File: src/rtl/pipe_ctrl_pkg.sv
// -----------------------------------------------------------------------------
// pipe_ctrl_pkg
//   Shared types and constants for the 5-stage pipeline hazard controller.
//   The scoreboard entry struct, the EX operand-forwarding select encoding,
//   and the stage indices of the in-flight scoreboard all live here.
//   The pipeline_hazard_ctrl top and hazard_scoreboard import this package.
// -----------------------------------------------------------------------------
package pipe_ctrl_pkg;

  // Register-id width: 8 general registers, none hardwired to zero.
  localparam int REG_ID_LEN_C = 3;

  // Scoreboard depth and stage positions. Entry 0 mirrors ID/EX, entry 1
  // mirrors EX/MEM and entry 2 mirrors MEM/WB.
  localparam int SB_DEPTH_C = 3;
  localparam int SB_EX      = 0;
  localparam int SB_MEM     = 1;
  localparam int SB_WB      = 2;

  // One in-flight instruction as seen by the hazard logic.
  typedef struct packed {
    logic                    valid;
    logic [REG_ID_LEN_C-1:0] rd;
    logic                    wr;
    logic                    is_load;
    logic                    wflag;
    logic [REG_ID_LEN_C-1:0] rs1;
    logic [REG_ID_LEN_C-1:0] rs2;
    logic                    uses1;
    logic                    uses2;
  } sb_entry_t;

  // EX operand source select.
  typedef enum logic [1:0] {
    FWD_RF    = 2'd0,  // value read from the register file in ID
    FWD_EXMEM = 2'd1,  // PR3 ALU result (producer one stage ahead)
    FWD_MEMWB = 2'd2   // PR4 write data (producer two stages ahead)
  } fwd_sel_t;

  // True when entry e will write register r.
  function automatic logic sb_match(input sb_entry_t e,
                                    input logic [REG_ID_LEN_C-1:0] r);
    return e.valid && e.wr && (e.rd == r);
  endfunction

endpackage

File: src/rtl/hazard_scoreboard.sv
// -----------------------------------------------------------------------------
// hazard_scoreboard
//   Three-entry shift register (EX, MEM, WB) tracking in-flight register and
//   flag writers, plus the per-stage source-register match logic for the
//   instruction currently in ID.
//
// Ports
//   clk, rst              clock (rising edge), asynchronous active-low reset
//   advance               the ID instruction moves into EX on this edge;
//                         otherwise EX receives a bubble
//   id_rs1, id_rs2        ID source registers
//   id_uses_rs1/2         the corresponding source is actually read
//   id_rd, id_writes_rd   ID destination register and its write enable
//   id_is_load            ID instruction is a memory read
//   id_writes_flags       ID instruction updates C/Z in EX
//   hit_rs1, hit_rs2      per-stage match of each used source (bit index =
//                         SB_EX / SB_MEM / SB_WB); not qualified by id_valid
//   ex_is_load            EX entry is a valid load
//   ex_writes_flags       EX entry is a valid flag writer
// -----------------------------------------------------------------------------
module hazard_scoreboard
  import pipe_ctrl_pkg::*;
(
  input  logic                    clk,
  input  logic                    rst,
  input  logic                    advance,
  input  logic [REG_ID_LEN_C-1:0] id_rs1,
  input  logic [REG_ID_LEN_C-1:0] id_rs2,
  input  logic                    id_uses_rs1,
  input  logic                    id_uses_rs2,
  input  logic [REG_ID_LEN_C-1:0] id_rd,
  input  logic                    id_writes_rd,
  input  logic                    id_is_load,
  input  logic                    id_writes_flags,
  output logic [SB_DEPTH_C-1:0]   hit_rs1,
  output logic [SB_DEPTH_C-1:0]   hit_rs2,
  output logic                    ex_is_load,
  output logic                    ex_writes_flags
);

  sb_entry_t sb_q [SB_DEPTH_C];
  sb_entry_t id_entry;

  // Snapshot of the ID instruction as it would enter EX.
  always_comb begin
    id_entry         = '0;
    id_entry.valid   = 1'b1;
    id_entry.rd      = id_rd;
    id_entry.wr      = id_writes_rd;
    id_entry.is_load = id_is_load;
    id_entry.wflag   = id_writes_flags;
    id_entry.rs1     = id_rs1;
    id_entry.rs2     = id_rs2;
    id_entry.uses1   = id_uses_rs1;
    id_entry.uses2   = id_uses_rs2;
  end

  // EX takes the ID instruction or a bubble; older entries simply age.
  // An all-zero entry is invalid, so the bubble is just '0.
  always_ff @(posedge clk or negedge rst) begin
    if (!rst) begin
      for (int i = 0; i < SB_DEPTH_C; i++) begin
        sb_q[i] <= '0;
      end
    end else begin
      sb_q[SB_EX] <= advance ? id_entry : '0;
      for (int i = 1; i < SB_DEPTH_C; i++) begin
        sb_q[i] <= sb_q[i-1];
      end
    end
  end

  // Per-stage match of each used source operand against the stage's writer.
  // Source fields are kept in each entry for tracing but are not consumed by
  // the hazard equations; the sink below keeps them visibly intentional.
  logic [SB_DEPTH_C-1:0] unused_trace;

  generate
    for (genvar gi = 0; gi < SB_DEPTH_C; gi++) begin : g_match
      assign hit_rs1[gi] = id_uses_rs1 && sb_match(sb_q[gi], id_rs1);
      assign hit_rs2[gi] = id_uses_rs2 && sb_match(sb_q[gi], id_rs2);
      assign unused_trace[gi] = ^{sb_q[gi].rs1, sb_q[gi].rs2,
                                  sb_q[gi].uses1, sb_q[gi].uses2,
                                  sb_q[gi].is_load, sb_q[gi].wflag};
    end
  endgenerate

  // Flags latch at the end of EX, so only the EX entry can hold a pending
  // flag update that a reader in ID would miss.
  assign ex_is_load      = sb_q[SB_EX].valid && sb_q[SB_EX].is_load;
  assign ex_writes_flags = sb_q[SB_EX].valid && sb_q[SB_EX].wflag;

endmodule

File: src/rtl/pipeline_hazard_ctrl.sv
// -----------------------------------------------------------------------------
// pipeline_hazard_ctrl
//   Hazard sequencer for the IF/ID/EX/MEM/WB pipeline. Sits beside the
//   Controller in ID: decode info comes in from ID, load/bubble/flush enables
//   go out to the PC and pipeline registers.
//
//   Build option PIPE_FORWARDING_EN:
//     undefined - full interlock: any RAW on EX/MEM/WB or a flag hazard stalls
//                 (the RF has no write-through, so a WB match stalls too);
//                 fwd_a/fwd_b and id_bypass_a/b are constant 0.
//     defined   - only load-use on EX and flag hazards stall; EX operand
//                 selects are registered as the ID instruction advances and
//                 ID/EX captures WB data directly via id_bypass_a/b.
//
// Ports
//   clk, rst            clock (rising edge), asynchronous active-low reset
//   id_valid            ID holds a real instruction
//   id_rs1, id_rs2      ID source registers
//   id_uses_rs1/2       corresponding source actually read
//   id_rd               ID destination register
//   id_writes_rd        RF write enable of the ID instruction
//   id_is_load          ID instruction reads memory
//   id_writes_flags     ID instruction updates C/Z in EX
//   id_reads_flags      ID instruction consumes C/Z
//   id_redirect         ID selects a non-PC+1 next PC
//   pc_ld               PC load enable
//   pr1_ld              IF/ID load enable
//   pr1_flush           IF/ID loads a NOP on the next edge
//   pr2_bubble          ID/EX loads a NOP on the next edge
//   fwd_a, fwd_b        registered EX operand selects (fwd_sel_t encoding)
//   id_bypass_a/b       ID/EX captures WB write data for that operand
//   perf_stall_cnt      saturating count of stall cycles
// -----------------------------------------------------------------------------
module pipeline_hazard_ctrl
  import pipe_ctrl_pkg::*;
#(
  // Must stay equal to REG_ID_LEN_C: the scoreboard entry layout is fixed.
  parameter int REG_ID_LEN   = REG_ID_LEN_C,
  parameter int PERF_CNT_LEN = 16
) (
  input  logic                    clk,
  input  logic                    rst,
  input  logic                    id_valid,
  input  logic [REG_ID_LEN-1:0]   id_rs1,
  input  logic [REG_ID_LEN-1:0]   id_rs2,
  input  logic                    id_uses_rs1,
  input  logic                    id_uses_rs2,
  input  logic [REG_ID_LEN-1:0]   id_rd,
  input  logic                    id_writes_rd,
  input  logic                    id_is_load,
  input  logic                    id_writes_flags,
  input  logic                    id_reads_flags,
  input  logic                    id_redirect,
  output logic                    pc_ld,
  output logic                    pr1_ld,
  output logic                    pr1_flush,
  output logic                    pr2_bubble,
  output logic [1:0]              fwd_a,
  output logic [1:0]              fwd_b,
  output logic                    id_bypass_a,
  output logic                    id_bypass_b,
  output logic [PERF_CNT_LEN-1:0] perf_stall_cnt
);

  logic [SB_DEPTH_C-1:0] hit_rs1;
  logic [SB_DEPTH_C-1:0] hit_rs2;
  logic                  ex_is_load;
  logic                  ex_writes_flags;
  logic                  raw_ex;
  logic                  raw_mem;
  logic                  raw_wb;
  logic                  flag_hazard;
  logic                  stall;
  logic                  advance;

  hazard_scoreboard u_scoreboard (
    .clk             (clk),
    .rst             (rst),
    .advance         (advance),
    .id_rs1          (id_rs1),
    .id_rs2          (id_rs2),
    .id_uses_rs1     (id_uses_rs1),
    .id_uses_rs2     (id_uses_rs2),
    .id_rd           (id_rd),
    .id_writes_rd    (id_writes_rd),
    .id_is_load      (id_is_load),
    .id_writes_flags (id_writes_flags),
    .hit_rs1         (hit_rs1),
    .hit_rs2         (hit_rs2),
    .ex_is_load      (ex_is_load),
    .ex_writes_flags (ex_writes_flags)
  );

  // RAW hazards of the ID instruction against each in-flight stage.
  assign raw_ex  = id_valid && (hit_rs1[SB_EX]  || hit_rs2[SB_EX]);
  assign raw_mem = id_valid && (hit_rs1[SB_MEM] || hit_rs2[SB_MEM]);
  assign raw_wb  = id_valid && (hit_rs1[SB_WB]  || hit_rs2[SB_WB]);

  assign flag_hazard = id_valid && id_reads_flags && ex_writes_flags;

`ifdef PIPE_FORWARDING_EN
  // Only a load in EX cannot be forwarded in time; MEM/WB producers are
  // reached through fwd_a/fwd_b and id_bypass_a/b respectively.
  assign stall = (raw_ex && ex_is_load) || flag_hazard;
`else
  // No forwarding and no RF write-through: wait until the producer retires.
  assign stall = raw_ex || raw_mem || raw_wb || flag_hazard;
`endif

  assign advance = id_valid && !stall;

  // Pipeline register controls. Stall freezes PC and IF/ID and injects a
  // bubble into ID/EX. A redirect is only honoured once ID actually
  // advances; IF/ID is then flushed to kill the fall-through fetch. The
  // stalled instruction is re-evaluated each cycle, so nothing is latched.
  always_comb begin
    pc_ld      = 1'b1;
    pr1_ld     = 1'b1;
    pr2_bubble = 1'b0;
    pr1_flush  = 1'b0;
    if (stall) begin
      pc_ld      = 1'b0;
      pr1_ld     = 1'b0;
      pr2_bubble = 1'b1;
    end else begin
      pr1_flush  = id_valid && id_redirect;
    end
  end

`ifdef PIPE_FORWARDING_EN
  fwd_sel_t fwd_a_q;
  fwd_sel_t fwd_b_q;
  fwd_sel_t fwd_a_next;
  fwd_sel_t fwd_b_next;

  // Youngest producer wins: EX (one ahead) before MEM (two ahead). A bubble
  // entering EX carries no operands, so the selects fall back to the RF.
  always_comb begin
    fwd_a_next = FWD_RF;
    fwd_b_next = FWD_RF;
    if (advance) begin
      if (hit_rs1[SB_EX])       fwd_a_next = FWD_EXMEM;
      else if (hit_rs1[SB_MEM]) fwd_a_next = FWD_MEMWB;
      if (hit_rs2[SB_EX])       fwd_b_next = FWD_EXMEM;
      else if (hit_rs2[SB_MEM]) fwd_b_next = FWD_MEMWB;
    end
  end

  always_ff @(posedge clk or negedge rst) begin
    if (!rst) begin
      fwd_a_q <= FWD_RF;
      fwd_b_q <= FWD_RF;
    end else begin
      fwd_a_q <= fwd_a_next;
      fwd_b_q <= fwd_b_next;
    end
  end

  assign fwd_a = fwd_a_q;
  assign fwd_b = fwd_b_q;

  // WB data is written this same cycle; steer it straight into ID/EX
  // because the RF read in ID would still return the stale value.
  assign id_bypass_a = id_valid && hit_rs1[SB_WB];
  assign id_bypass_b = id_valid && hit_rs2[SB_WB];
`else
  logic unused_ex_is_load;

  assign fwd_a       = FWD_RF;
  assign fwd_b       = FWD_RF;
  assign id_bypass_a = 1'b0;
  assign id_bypass_b = 1'b0;
  // Load-ness only matters when forwarding can hide ALU results.
  assign unused_ex_is_load = ex_is_load;
`endif

  // Stall-cycle counter, saturating at all-ones.
  logic [PERF_CNT_LEN-1:0] perf_cnt_reg;

  always_ff @(posedge clk or negedge rst) begin
    if (!rst) begin
      perf_cnt_reg <= '0;
    end else if (stall && (perf_cnt_reg != {PERF_CNT_LEN{1'b1}})) begin
      perf_cnt_reg <= perf_cnt_reg + PERF_CNT_LEN'(1);
    end
  end

  assign perf_stall_cnt = perf_cnt_reg;

endmodule

File: config.mk
export PLATFORM = sky130hd
export DESIGN_NAME = pipeline_hazard_ctrl
export DESIGN_NICKNAME = d
export VERILOG_FILES = /design/src/rtl/pipe_ctrl_pkg.sv /design/src/rtl/hazard_scoreboard.sv /design/src/rtl/pipeline_hazard_ctrl.sv
export SDC_FILE = /design/constraint.sdc
export NUM_CORES = 1
export LEC_CHECK = 0
export ABC_CLOCK_PERIOD_IN_PS = 2100
export CORE_ASPECT_RATIO = 1.25
export CORE_MARGIN = 3
export CORE_UTILIZATION = 43
export DETAILED_ROUTE_END_ITERATION = 8
export MAX_ROUTING_LAYER = met4
export PLACE_DENSITY = 0.75
export RECOVER_POWER = 25
export SLEW_MARGIN = 25
export SYNTH_ARGS = -nofsm -noshare
export SYNTH_HDL_FRONTEND = slang
export SYNTH_HIERARCHICAL = 1
export SYNTH_SLANG_ARGS = --single-unit
export TNS_END_PERCENT = 20
File: constraint.sdc
create_clock -name clk -period 2.1 [get_ports clk]
set_input_delay 0.315 -clock clk [delete_from_list [all_inputs] [get_ports clk]]
set_output_delay 0.315 -clock clk [all_outputs]
set_load 0.02 [all_outputs]
==> report_table.html <==
<table>
<tr><th>Metric</th><th>Value</th></tr>
<tr><th colspan="2">Timing</th></tr>
<tr><td>RSZ-0062 raised after global routing</td><td>true</td></tr>
<tr><td>Setup TNS</td><td>-728 ps</td></tr>
<tr><td>Peak Freq</td><td>447 MHz</td></tr>
<tr><td>Number of max-slew violations in the final report</td><td>0</td></tr>
<tr><td>Worst slew slack as a fraction of its limit</td><td>47.0%</td></tr>
<tr><td>Worst clock skew</td><td>3.86 ps</td></tr>
<tr><td>Crit path setup slack, layout</td><td>-136 ps</td></tr>
<tr><td>Final-report setup violation count</td><td>7</td></tr>
<tr><td>Transition time of the tightest slew-check pin</td><td>795 ps</td></tr>
<tr><td>Count of final hold-check violations</td><td>0</td></tr>
<tr><td>Post-route fraction of the period consumed by the critical path</td><td>106%</td></tr>
<tr><td>Shortest clock period the worst path allows after layout</td><td>2240 ps</td></tr>
<tr><td>Hold Slack</td><td>402 ps</td></tr>
<tr><th colspan="2">Worst setup path</th></tr>
<tr><td>Bufs and invs on worst path</td><td>1</td></tr>
<tr><td>Category of the worst setup path capture point</td><td>output pin</td></tr>
<tr><td>Worst-path cell chain</td><td>xor2_1 -&gt; nor4_2 -&gt; or4_4 -&gt; o21ai_4 -&gt; buf_4</td></tr>
<tr><td>Maximum fanout along the worst path</td><td>5</td></tr>
<tr><td>Endpoint required time on the critical path</td><td>1780 ps</td></tr>
<tr><td>Cell at the slowest stage of the critical path</td><td>sky130_fd_sc_hd__or4_4</td></tr>
<tr><td>Kind of launch point of the worst setup path</td><td>register</td></tr>
<tr><td>Arr. time, crit path</td><td>1920 ps</td></tr>
<tr><td>Kind of cell adding the most delay to the critical path</td><td>simple AND/OR/NAND/NOR gates</td></tr>
<tr><td>Worst setup path class</td><td>register to output pin</td></tr>
<tr><td>Biggest cell delay along the critical path</td><td>590 ps</td></tr>
<tr><th colspan="2">Global routing</th></tr>
<tr><td>Wire length of the first global-routing pass</td><td>5880 µm</td></tr>
<tr><td>Total gr overflow</td><td>0</td></tr>
<tr><td>Largest net degree at the start of global routing</td><td>33</td></tr>
<tr><td>Vias in the first global route</td><td>1326</td></tr>
<tr><td>Total routing usage reported by global routing</td><td>18.3%</td></tr>
<tr><td>Initial antenna violation count</td><td>0</td></tr>
<tr><th colspan="2">Placed design</th></tr>
<tr><td>Minimum setup slack after placement</td><td>-841 ps</td></tr>
<tr><td>Count of input and output buffers</td><td>37</td></tr>
<tr><td>Placer congestion estimate</td><td>0.878</td></tr>
<tr><td>Post-detailed-placement half-perimeter wirelength</td><td>2740 µm</td></tr>
<tr><th colspan="2">Clock network</th></tr>
<tr><td>Clock tree from TritonCTS</td><td>done</td></tr>
<tr><td>Root Buffer</td><td>sky130_fd_sc_hd__clkbuf_8</td></tr>
<tr><td>Maximum root-to-sink buffer count</td><td>2</td></tr>
<tr><td>Worst-path clk slew</td><td>60 ps</td></tr>
<tr><td>TritonCTS Buffers</td><td>5</td></tr>
<tr><td>H-tree level count</td><td>2</td></tr>
<tr><td>Skew-Pair Late Insertion Delay</td><td>280 ps</td></tr>
<tr><td>Clock Sinks</td><td>32</td></tr>
<tr><td>Number of buffers inserted by hold repair at cts</td><td>0</td></tr>
<tr><th colspan="2">Run status</th></tr>
<tr><td>Outcome</td><td>finished with violations</td></tr>
<tr><td>Failing checks</td><td>setup timing</td></tr>
<tr><th colspan="2">Final layout</th></tr>
<tr><td>Utilization of the core after routing</td><td>62.3%</td></tr>
<tr><td>Antenna diodes</td><td>0</td></tr>
<tr><td>Share of post-route cells with drive strength above 1</td><td>22.6%</td></tr>
<tr><td>Net total in the final layout</td><td>214</td></tr>
<tr><td>Area growth from synthesis to layout</td><td>36.7%</td></tr>
<tr><th colspan="2">Floorplan</th></tr>
<tr><td>Ports placed on the boundary</td><td>45</td></tr>
<tr><td>Cell row count</td><td>24</td></tr>
<tr><td>Starting Density</td><td>45.6%</td></tr>
<tr><td>Total die area</td><td>4530 µm²</td></tr>
<tr><td>Area of the core</td><td>3540 µm²</td></tr>
<tr><td>Die height</td><td>74.5 µm</td></tr>
<tr><td>Die W</td><td>60.8 µm</td></tr>
<tr><th colspan="2">Routing</th></tr>
<tr><td>Number of DRC violations after detailed-routing iteration 0</td><td>33</td></tr>
<tr><td>Via count</td><td>1226</td></tr>
<tr><td>First-pass iteration count of the detailed router</td><td>4</td></tr>
<tr><td>Final WL</td><td>3650 µm</td></tr>
<tr><td>Detail-routed via count per cell</td><td>5.24</td></tr>
<tr><td>DRC violation count after routing</td><td>0</td></tr>
<tr><td>Wire per inst</td><td>15.6 µm</td></tr>
<tr><td>Antenna viol nets, final</td><td>0</td></tr>
<tr><th colspan="2">Power</th></tr>
<tr><td>Leak</td><td>1.01 nW</td></tr>
<tr><td>Total design power</td><td>1.51 mW</td></tr>
<tr><td>Worst ir drop on vdd</td><td>0.653 mV</td></tr>
<tr><td>Power density over the cells</td><td>685 nW/µm²</td></tr>
<tr><th colspan="2">Synth</th></tr>
<tr><td>Number of warnings reported in the yosys synthesis log</td><td>6</td></tr>
<tr><td>Mean area per synthesized cell</td><td>11.5 µm²</td></tr>
<tr><td>Post-Syn Area</td><td>1610 µm²</td></tr>
<tr><td>Gate Count Post-Synth</td><td>140</td></tr>
<tr><th colspan="2">Hold path</th></tr>
<tr><td>Type of the tightest min-delay check</td><td>register to register</td></tr>
<tr><th colspan="2">Run</th></tr>
<tr><td>Count of max-cap constraint violations</td><td>0</td></tr>
</table>
-- what timing repair did --
action / in CTS / in global routing
endpoints found under the setup margin: 13 / 13
endpoints found under the hold margin: 0 / 0
gates resized for setup: 32 / 7
pin swaps: 9 / 3
setup buffers: 1 / 0
-- report_power, final --
part	internal [mW]	total (mW)	leakage, nW	switching (mW)
Clock	0.267	0.473	0.0455	0.206
Sequential	0.667	0.726	0.424	0.0592
Combinational	0.157	0.312	0.542	0.155
-- area by class of cell --
type / count / area (µm²)
clock buffer: 8 / 90.1
inverter: 1 / 3.75
tap: 39 / 48.8
sequential: 32 / 801
timing repair buffer: 51 / 462
fill: 295 / 1340
multi-input combinational: 103 / 802
-- flip-flops by register name, indices dropped and copies added (netlist names) --
register / cells
u_scoreboard/sb_q: 16
perf_stall_cnt: 16
-- through the flow --
stage | instance area (µm²) | instances
final | 2210 | 234
after global routing | 2210 | 234
after CTS | 2180 | 234
after detailed placement | 2080 | 225
after global placement | 2080 | 225
after floorplan | 1630 | 145
-- cells in the final DEF, fill, tap and decap left out, types with 2 or more instances in the layout --
cell and n:
sky130_fd_sc_hd__dfrtp_1 32, sky130_fd_sc_hd__xor2_1 26, sky130_fd_sc_hd__clkdlybuf4s50_1 25, sky130_fd_sc_hd__buf_4 13, sky130_fd_sc_hd__nand3_1 10, sky130_fd_sc_hd__and2_1 8, sky130_fd_sc_hd__nor4_2 8, sky130_fd_sc_hd__nand2_1 7
sky130_fd_sc_hd__xnor2_1 6, sky130_fd_sc_hd__conb_1 6, sky130_fd_sc_hd__clkbuf_8 6, sky130_fd_sc_hd__dlygate4sd2_1 6, sky130_fd_sc_hd__nand4_1 5, sky130_fd_sc_hd__nor3_1 4, sky130_fd_sc_hd__clkbuf_1 3, sky130_fd_sc_hd__and3_1 2
sky130_fd_sc_hd__nor3_2 2, sky130_fd_sc_hd__nor2_1 2, sky130_fd_sc_hd__and4_1 2, sky130_fd_sc_hd__buf_6 2
-- worst paths after layout --
check                                      start                     to  slack [ps]  cells after the start
setup / recovery           u_scoreboard/sb_q[42]                  pc_ld        -140                      5
hold / removal             u_scoreboard/sb_q[25]  u_scoreboard/sb_q[10]         400                      0
setup reg to reg           u_scoreboard/sb_q[42]     perf_stall_cnt[12]        -110                      8
hold reg to reg            u_scoreboard/sb_q[25]  u_scoreboard/sb_q[10]         400                      0
max in group asynchronous                    rst  u_scoreboard/sb_q[11]         950                      2
min in group asynchronous                    rst  u_scoreboard/sb_q[10]         650                      2
-- per-layer routing --
metal | vias to the layer above | wire length [µm] | track usage (%)
li1 | 588 | - | -
met1 | 594 | 1430 | 19.7
met2 | 37 | 2010 | 32.1
met3 | 7 | 158 | 3.13
met4 | 0 | 57 | 8.67
met5 | - | 0 | -
Note: power is estimated with default switching activity, not from simulation.
